### config.mk
export PLATFORM = sky130hd
export DESIGN_NAME = dm_cache_ctrl
export DESIGN_NICKNAME = d
export VERILOG_FILES = /design/src/rtl/dm_cache_ctrl_pkg.sv /design/src/rtl/dm_cache_ctrl_line_array.sv /design/src/rtl/dm_cache_ctrl.sv
export SDC_FILE = /design/constraint.sdc
export NUM_CORES = 2
export LEC_CHECK = 0
export CORE_MARGIN = 5
export CORE_UTILIZATION = 40
export DETAILED_ROUTE_END_ITERATION = 7
export GPL_ROUTABILITY_DRIVEN = 0
export GPL_TIMING_DRIVEN = 0
export PLACE_DENSITY = 0.57
export SLEW_MARGIN = 20
export SYNTH_ARGS = -nofsm -noshare
export SYNTH_HDL_FRONTEND = slang
export SYNTH_SLANG_ARGS = --single-unit
### constraint.sdc
create_clock -name c_clk_i -period 14.3 [get_ports c_clk_i]
set_clock_uncertainty 0.05 [all_clocks]
set_input_delay 2.86 -clock c_clk_i [delete_from_list [all_inputs] [get_ports c_clk_i]]
set_output_delay 2.86 -clock c_clk_i [all_outputs]
set_load 0.02 [all_outputs]
### src/rtl/dm_cache_ctrl_pkg.sv
// Shared geometry, address layout, FSM encoding and small helpers for the
// direct-mapped write-back data cache.
package dm_cache_ctrl_pkg;

  localparam int unsigned C_BLOCK_SIZE = 2;
  localparam int unsigned C_LINE_SIZE  = 32;
  localparam int unsigned ADDRESS_SIZE = 32;
  localparam int unsigned C_INDEX_SIZE = 3;

  localparam int unsigned WORDS   = 1 << C_BLOCK_SIZE;
  localparam int unsigned LINES   = 1 << C_INDEX_SIZE;
  localparam int unsigned BLK_W   = WORDS * C_LINE_SIZE;
  localparam int unsigned TAG_W   = ADDRESS_SIZE - C_INDEX_SIZE - C_BLOCK_SIZE - 2;
  // Memory address is word-granular; the word-select bits are always zero.
  localparam int unsigned MADDR_W = ADDRESS_SIZE - 2;

  typedef enum logic [1:0] {
    ST_IDLE      = 2'd0,
    ST_WRITEBACK = 2'd1,
    ST_ALLOCATE  = 2'd2,
    ST_UPDATE    = 2'd3
  } state_e;

  typedef struct packed {
    logic [TAG_W-1:0]        tag;
    logic [C_INDEX_SIZE-1:0] index;
    logic [C_BLOCK_SIZE-1:0] word;
    logic [1:0]              byte_off;
  } addr_t;

  function automatic logic [MADDR_W-1:0] blk_addr(input logic [TAG_W-1:0]        tag,
                                                  input logic [C_INDEX_SIZE-1:0] idx);
    return {tag, idx, {C_BLOCK_SIZE{1'b0}}};
  endfunction

  function automatic logic [C_LINE_SIZE-1:0] get_word(input logic [BLK_W-1:0]        blk,
                                                      input logic [C_BLOCK_SIZE-1:0] sel);
    logic [C_LINE_SIZE-1:0] w;
    w = '0;
    for (int i = 0; i < int'(WORDS); i++) begin
      if (sel == C_BLOCK_SIZE'(i)) w = blk[i*C_LINE_SIZE +: C_LINE_SIZE];
    end
    return w;
  endfunction

endpackage

### src/rtl/dm_cache_ctrl_line_array.sv
// Valid/dirty/tag/data storage for the cache: one word-write port for CPU
// store hits and one block-fill port for refills, both at the read index.
module dm_cache_ctrl_line_array
  import dm_cache_ctrl_pkg::*;
(
  input  logic                    clk_i,
  input  logic                    rst_i,
  input  logic [C_INDEX_SIZE-1:0] idx_i,
  output logic                    valid_o,
  output logic                    dirty_o,
  output logic [TAG_W-1:0]        tag_o,
  output logic [BLK_W-1:0]        data_o,
  input  logic                    word_we_i,
  input  logic [C_BLOCK_SIZE-1:0] word_sel_i,
  input  logic [C_LINE_SIZE-1:0]  word_data_i,
  input  logic                    fill_we_i,
  input  logic [TAG_W-1:0]        fill_tag_i,
  input  logic [BLK_W-1:0]        fill_data_i
);

  logic [LINES-1:0] valid_q;
  logic [LINES-1:0] dirty_q;
  logic [TAG_W-1:0] tag_q  [LINES];
  logic [BLK_W-1:0] data_q [LINES];

  assign valid_o = valid_q[idx_i];
  assign dirty_o = dirty_q[idx_i];
  assign tag_o   = tag_q[idx_i];
  assign data_o  = data_q[idx_i];

  // Status bits: cleared by reset, so a reset drops any dirty data.
  always_ff @(posedge clk_i) begin
    if (rst_i) begin
      valid_q <= '0;
      dirty_q <= '0;
    end else if (fill_we_i) begin
      valid_q[idx_i] <= 1'b1;
      dirty_q[idx_i] <= 1'b0;
    end else if (word_we_i) begin
      dirty_q[idx_i] <= 1'b1;
    end
  end

  // Tag and data payload carry no reset; they are qualified by valid.
  always_ff @(posedge clk_i) begin
    if (!rst_i) begin
      if (fill_we_i) begin
        tag_q[idx_i]  <= fill_tag_i;
        data_q[idx_i] <= fill_data_i;
      end else if (word_we_i) begin
        for (int i = 0; i < int'(WORDS); i++) begin
          if (word_sel_i == C_BLOCK_SIZE'(i))
            data_q[idx_i][i*C_LINE_SIZE +: C_LINE_SIZE] <= word_data_i;
        end
      end
    end
  end

endmodule

### src/rtl/dm_cache_ctrl.sv
// Direct-mapped write-back, write-allocate cache controller: hit compare,
// CPU word muxing and the writeback/allocate/update miss FSM.
module dm_cache_ctrl
  import dm_cache_ctrl_pkg::*;
(
  input  logic                     c_clk_i,
  input  logic                     c_reset_i,
  input  logic                     c_read_i,
  input  logic                     c_write_i,
  input  logic [ADDRESS_SIZE-1:0]  c_addr_i,
  input  logic [C_LINE_SIZE-1:0]   c_wr_data_i,
  output logic [C_LINE_SIZE-1:0]   c_read_data_o,
  output logic                     c_busywait_o,
  output logic                     m_read_o,
  output logic                     m_wr_o,
  output logic [MADDR_W-1:0]       m_addr_o,
  output logic [BLK_W-1:0]         m_wr_data_o,
  input  logic [BLK_W-1:0]         m_read_data_i,
  input  logic                     m_busywait_i,
  input  logic                     m_read_done_i,
  input  logic                     m_write_done_i
);

  state_e               state_q, state_d;
  logic                 m_read_q, m_read_d;
  logic                 m_wr_q, m_wr_d;
  logic [MADDR_W-1:0]   m_addr_q, m_addr_d;
  logic [BLK_W-1:0]     m_wr_data_q, m_wr_data_d;
  logic [BLK_W-1:0]     fill_data_q, fill_data_d;

  addr_t                req;
  logic                 ln_valid, ln_dirty;
  logic [TAG_W-1:0]     ln_tag;
  logic [BLK_W-1:0]     ln_data;
  logic                 hit_c, req_c, busy_c, word_we_c, fill_we_c;
  logic                 unused_c;

  assign req   = addr_t'(c_addr_i);
  assign hit_c = ln_valid && (ln_tag == req.tag);
  assign req_c = c_read_i || c_write_i;

  // Memory handshake is driven purely by the done pulses.
  assign unused_c = ^{m_busywait_i, req.byte_off};

  dm_cache_ctrl_line_array u_lines (
    .clk_i       (c_clk_i),
    .rst_i       (c_reset_i),
    .idx_i       (req.index),
    .valid_o     (ln_valid),
    .dirty_o     (ln_dirty),
    .tag_o       (ln_tag),
    .data_o      (ln_data),
    .word_we_i   (word_we_c),
    .word_sel_i  (req.word),
    .word_data_i (c_wr_data_i),
    .fill_we_i   (fill_we_c),
    .fill_tag_i  (req.tag),
    .fill_data_i (fill_data_q)
  );

  always_ff @(posedge c_clk_i) begin
    if (c_reset_i) begin
      state_q     <= ST_IDLE;
      m_read_q    <= 1'b0;
      m_wr_q      <= 1'b0;
      m_addr_q    <= '0;
      m_wr_data_q <= '0;
      fill_data_q <= '0;
    end else begin
      state_q     <= state_d;
      m_read_q    <= m_read_d;
      m_wr_q      <= m_wr_d;
      m_addr_q    <= m_addr_d;
      m_wr_data_q <= m_wr_data_d;
      fill_data_q <= fill_data_d;
    end
  end

  // Memory-side outputs are registered from the next state so they are
  // valid for exactly the cycles spent in WRITEBACK / ALLOCATE.
  always_comb begin
    state_d     = state_q;
    m_read_d    = m_read_q;
    m_wr_d      = m_wr_q;
    m_addr_d    = m_addr_q;
    m_wr_data_d = m_wr_data_q;
    fill_data_d = fill_data_q;
    busy_c      = 1'b0;
    word_we_c   = 1'b0;
    fill_we_c   = 1'b0;

    unique case (state_q)
      ST_IDLE: begin
        if (req_c) begin
          if (hit_c) begin
            word_we_c = c_write_i;
          end else begin
            busy_c = 1'b1;
            if (ln_valid && ln_dirty) begin
              state_d     = ST_WRITEBACK;
              m_wr_d      = 1'b1;
              m_addr_d    = blk_addr(ln_tag, req.index);
              m_wr_data_d = ln_data;
            end else begin
              state_d  = ST_ALLOCATE;
              m_read_d = 1'b1;
              m_addr_d = blk_addr(req.tag, req.index);
            end
          end
        end
      end
      ST_WRITEBACK: begin
        busy_c = 1'b1;
        if (m_write_done_i) begin
          state_d  = ST_ALLOCATE;
          m_wr_d   = 1'b0;
          m_read_d = 1'b1;
          m_addr_d = blk_addr(req.tag, req.index);
        end
      end
      ST_ALLOCATE: begin
        busy_c = 1'b1;
        if (m_read_done_i) begin
          state_d     = ST_UPDATE;
          m_read_d    = 1'b0;
          fill_data_d = m_read_data_i;
        end
      end
      ST_UPDATE: begin
        busy_c    = 1'b1;
        fill_we_c = 1'b1;
        state_d   = ST_IDLE;
      end
      default: state_d = ST_IDLE;
    endcase
  end

  assign c_busywait_o  = busy_c;
  assign c_read_data_o = get_word(ln_data, req.word);
  assign m_read_o      = m_read_q;
  assign m_wr_o        = m_wr_q;
  assign m_addr_o      = m_addr_q;
  assign m_wr_data_o   = m_wr_data_q;

endmodule
After elaboration in Yosys (flattened, before gate mapping):

Memories as Yosys holds them, arrays and structs flattened.
Index checks and enable logic that the tools add are counted.

* flip-flop bits (word level): 306
* bits in latches: 0
* bits in writable memories: 1224
* ROM bits: 0
* input port bits: 199
* output and inout port bits: 193
* logic and storage cells: 118
* memories: 2

* add/sub/neg operators: 0
* multipliers: 0
* divide/modulo/power cells: 0
* $lt $le $gt $ge: 2
* equality and inequality tests: 13
* shift-type cells: 0
* mux-type cells: 68
* bitwise logic cells: 9
* reduce and logical (&&, ||, !) cells: 16

Memory list
* u_lines.data_q: depth 8, width 128, read ports 1, clocked after Yosys merged registers in 0, write ports 1, RTL line dm_cache_ctrl_line_array.sv:24 `logic [BLK_W-1:0] data_q [LINES];`
* u_lines.tag_q: depth 8, width 25, read ports 1, clocked after Yosys merged registers in 0, write ports 1, RTL line dm_cache_ctrl_line_array.sv:23 `logic [TAG_W-1:0] tag_q [LINES];`

Operators by type and width (number)
* $mux W32: 8
* $mux W30: 4
* $pmux W30 S2: 1
* $mux W1: 41
* $eq A25 B25 Y1: 1
* $mux W8: 2
* $or A8 B8 Y8: 2
* $ne A2 B2 Y1 const B: 6
* $reduce_and A4 Y1: 3
* $mux W2: 5
* $and A8 B8 Y8: 1
* $eq A2 B2 Y1 const B: 4
* $not A8 Y8: 1
* $pmux W2 S4: 1
* $bmux W1 S3: 2
* $reduce_and A6 Y1: 1
* $reduce_and A5 Y1: 1
* $eq A2 B1 Y1 const B: 2
* $logic_not A2 Y1: 2
* $lt A3 B4 Y1 const B: 1
* $or A1 B1 Y1: 4
* $pmux W1 S2: 2
* $reduce_bool A2 Y1: 2
* $demux W1 S3: 1
* other kinds (8): 10

Logic depth before layout (Yosys ltp):

* word-level depth: 11
* gate-level depth with buffers: 15

Modules after synthesis:

From an unflattened synthesis, not the netlist that was laid out.

* cell total of the unflattened synthesis: 3272
* area, all modules: 60001.3 um^2

Modules (own cells, without submodules)
* dm_cache_ctrl_line_array: instances 1, cells each 2053, area an instance 48465.2 um^2, seq. area each 37075.6 um^2
* dm_cache_ctrl: instances 1, cells each 1219, area an instance 11536.1 um^2, seq. area each 5765.5 um^2

Worst setup path before layout:

OpenSTA, ideal clock, no wires.

* path type: input port to output port
* start: input port c_addr_i[6]
* end: output port c_busywait_o
* arrival: 5.528 ns
* required time: 11.390 ns
* setup slack: 5.862 ns
* stages: 13
* buffers on the path: 5
* cells stage by stage: buf_2 > buf_2 > buf_2 > mux4_2 > mux2i_1 > xor2_1 > nand3_1 > nor4_1 > nand4_1 > nand2_1 > clkbuf_1 > clkbuf_1 > nand2_1

* longest elaborated chain between the ends: 6
* elaborated cells between the ends (all ways): 8

RTL lines
* from (decl): RTL line dm_cache_ctrl.sv:10 `input logic [ADDRESS_SIZE-1:0] c_addr_i,`
* $mem_v2 Z8 W25 or $bmux W1 S3 (tied branches)
* $eq A25 B25 Y1 or $mux W1 (tied branches): RTL line dm_cache_ctrl.sv:39, dm_cache_ctrl_line_array.sv:26
* $logic_and A1 B1 Y1 (*): RTL line dm_cache_ctrl.sv:39 `assign hit_c = ln_valid && (ln_tag == req.tag);`
* $mux W1 (*): RTL line dm_cache_ctrl.sv:95 `if (hit_c) begin`
* $mux W1 (*): RTL line dm_cache_ctrl.sv:94 `if (req_c) begin`
* $pmux W1 S2 (*): RTL line dm_cache_ctrl.sv:92 `unique case (state_q)`
* to (decl): RTL line dm_cache_ctrl.sv:13 `output logic c_busywait_o,`

Mark *: on every way between the ends. The rest lies on a longest branch, timed or not. The select of a mux whose other input is x is not followed.

Final worst setup path:

* start: input port c_addr_i[4]
* end: output port c_busywait_o

Same word-level chain as after synthesis.

==> flow_metrics.tcl <==
set metrics [dict create \
    outcome "complete, no violations" \
    totalWireLength_um 231000 \
    post_detail_place_hpwl_um 170000 \
    pd_cells_nw_per_um2 144 \
    power.leakage_uw 0.0241 \
    share_of_cells_above_drive_strength_1_pct 14.1 \
    timing.final.max_slew_violations 0 \
    cts_tree "built" \
    first_global_vias 37200 \
    worst_setup_path_end_kind "primary output" \
    detailedRoute.firstPassIterationCount 6 \
    grt_remaining_overflow 0 \
    crit_fanout 10 \
    instances_no_fill 6457 \
    antenna_found_initial 15 \
    critical_path.reg2reg.startpoint "u_lines.tag_q[6][19]" \
    worstSkewPairLatency_ps 810 \
    final_period_demand_of_the_worst_path_ps 12200 \
    worst_slew_pin_slew_ps 1350 \
    post-place-cells 6153 \
    finalNetCount 4600 \
    grt_start_max_net_pins 22 \
    ys_seq_area_share_pct 73.5 \
    first_pass_grt_wire_length_um 308000 \
    chipHeight_um 392 \
    total_die_area_um2 153000 \
    synthDistinctLibCells 64 \
    final_hold_viol_count 0 \
    syn_avg_cell_area_um2 15.4 \
    cts_made_buffers 158 \
    postCtsSetupRepairBufs 0 \
    drtAntennaViolNets 0 \
    clkSlewWorstSetupHoldPaths_ps 60 \
    post_synth_inst_count 3795 \
    rr_endpoint "u_lines.data_q[2][78]" \
    synth-edff-count 1224 \
    total_power_uw 10200 \
    drt_first_iter_violations 6065 \
    share_of_async_settable_or_async_resettable_flops_after_synthesis_pct 0 \
    required_ps 11390 \
    htreeDepth 4 \
    post_route_drc 0 \
    viasPerCell 6.08 \
    maxClockFrequency_mhz 82.0 \
    clock_tree.root_cell "sky130_fd_sc_hd__clkbuf_16" \
    r2r_slack_ps 9130 \
    post_cts_resized 0 \
    worstHoldPathType "flip-flop to flip-flop" \
    numPortBuffers 383 \
    wl_per_cell_um 35.8 \
    core-area_um2 145000 \
    final_cell_mix "1,224 x sky130_fd_sc_hd__edfxtp_1, 383 x sky130_fd_sc_hd__clkdlybuf4s50_1, 379 x sky130_fd_sc_hd__a22oi_1, 304 x sky130_fd_sc_hd__dfxtp_1, 303 x sky130_fd_sc_hd__nand2_1" \
    whs_ps 404 \
    die_w_um 392 \
    ys_dominant_reg_cell "sky130_fd_sc_hd__edfxtp_1" \
    initial_core_utilization_pct 40.1 \
    clock_sink_count 1528 \
    startpoint "c_addr_i[4]" \
    design.portCount 392 \
    post_synthesis_cell_area_um2 58300 \
    crit_type "input pin to primary output" \
    leading_cell_type_in_the_layout_fill_and_taps_excluded "sky130_fd_sc_hd__edfxtp_1" \
    cap_violations 0 \
    post_route_setup_tns_ps 0 \
    rsz_0062_raised_after_global_routing "false" \
    place_area_um2 66300 \
    timing.critical_path.to "c_busywait_o" \
    cts_buffer_depth 3 \
    ctsHoldBuffers 0 \
    max-vdd-ir-drop_mv 0.0904 \
    timing.final.setup_violations 0 \
    yosys_register_bits 1528 \
    ys_warnings 0 \
    final_area_um2 71300 \
    area_delta_synth_final_pct 22.4 \
    cp-start-kind "input pin" \
    std_cell_rows 140 \
    critPathArrivalTime_ps 9290 \
    fillers 12400 \
    maxSlewHeadroom_pct 10.2 \
    routed-via-count 39200 \
    globalRouteTotalUtil_pct 29.5 \
    layout_worst_path_cycle_share_pct 85.3 \
    worstRegToRegCells 13 \
]
worst max-delay path, stage by stage:
cell and delay [ps]:
sky130_fd_sc_hd__clkdlybuf4s50_1 530, sky130_fd_sc_hd__buf_2 300, sky130_fd_sc_hd__inv_2 290, sky130_fd_sc_hd__buf_1 850, sky130_fd_sc_hd__mux2i_1 360, sky130_fd_sc_hd__xor2_1 300, sky130_fd_sc_hd__nand3_1 110, sky130_fd_sc_hd__nor4_1 630
sky130_fd_sc_hd__nand4_1 270, sky130_fd_sc_hd__nand2_1 480, sky130_fd_sc_hd__clkbuf_1 710, sky130_fd_sc_hd__clkbuf_1 610, sky130_fd_sc_hd__nand2_1 340, sky130_fd_sc_hd__clkdlybuf4s50_1 620
per-stage QoR:
| step | setup WS (ps) | utilization [%] |
|---|---|---|
| after floorplan | 5860 | - |
| after global placement | 1450 | 44.4 |
| after detailed placement | 2240 | 45.6 |
| after CTS | 2220 | 49.1 |
| after global routing | 2030 | 49.1 |
| final | 2100 | 49.1 |
state kept, by name (all words and copies together) (netlist names), named ones only:
signal	count
u_lines.data_q	1024
u_lines.tag_q	200
fill_data_q	128
m_wr_data_o	128
m_addr_o	28
u_lines.valid_q	8
state_q	2
m_read_o	1
m_wr_o	1
report_power, final:
| group | total [µW] | internal [µW] | switching [µW] | leakage, µW |
|---|---|---|---|---|
| Sequential | 5040 | 4970 | 69.6 | 0.0145 |
| Combinational | 1170 | 354 | 814 | 0.00714 |
| Clock | 4030 | 2250 | 1790 | 0.00243 |
| Total | 10200 | 7570 | 2670 | 0.0241 |
worst min-delay path by stage:
stage               slack (ps)              end            start  cells past startpoint
detailed placement         400  fill_data_q[94]  fill_data_q[94]                      2
floorplan                  380   fill_data_q[0]   fill_data_q[0]                      2
CTS                        400  fill_data_q[94]  fill_data_q[94]                      2
global route               420  fill_data_q[73]  fill_data_q[73]                      2
finish                     400  fill_data_q[94]  fill_data_q[94]                      2
global placement           390  fill_data_q[94]  fill_data_q[94]                      2
Yosys cell counts, drive strengths merged (3+ instances only):
master	n	area [µm²]
o22ai	12	75.1
a22o	54	473
inv	7	26.3
dfxtp	304	6090
a222oi	8	80.1
xor2	13	114
a221oi	54	479
a21oi	183	916
a221o	3	30.0
mux2	160	2250
nand2b	4	25.0
nand3b	4	30.0
nand3	80	450
nor2b	8	50.1
buf	75	444
o22a	5	43.8
nor3	134	671
or3	6	37.5
o211ai	3	22.5
clkbuf	192	721
a31oi	7	43.8
and2	4	25.0
o21ai	37	185
nand4	76	475
mux4	60	1350
a22oi	379	2850
nor2	230	863
or2	3	18.8
ha	5	62.6
nand2	303	1140
nor4	5	37.5
mux2i	110	1110
edfxtp	1224	36800
a211oi	18	135
layout make-up:
cell class / instances / area, µm² / area share [%]
diodes: 15 / 37.5 / 0.0526
inverters: 8 / 30.0 / 0.0421
clock inverters: 71 / 658 / 0.923
plain buffers: 267 / 1210 / 1.70
repair buffers: 440 / 5200 / 7.28
flip-flops and latches: 1528 / 42800 / 60.1
multi-input cells: 1993 / 14600 / 20.5
well taps: 1917 / 2400 / 3.36
clock buffers: 218 / 4370 / 6.12
cell families (layout without fill, tap and decap cells):
kind of cell	count (synthesis)	in the layout	share of synthesized area [%]
flip-flops	1528	1528	73.5
AND/OR/NAND/NOR	863	863	6.64
multiplexers	330	330	8.09
adder cells (fa/ha/maj)	5	5	0.107
AO/OA/AOI/OAI	778	778	9.36
other	1	17	0.00643
XOR/XNOR	15	15	0.225
buffers and inverters	275	1004	2.05
per-layer routing:
metal	track usage [%]	vias to the layer above	wire length, µm
li1	-	16100	-
met1	39.5	19900	88100
met2	43.0	2699	99400
met3	9.06	567	28700
met4	16.2	0	15000
met5	0	-	0
No activity file was read; power rests on OpenSTA's default activity.
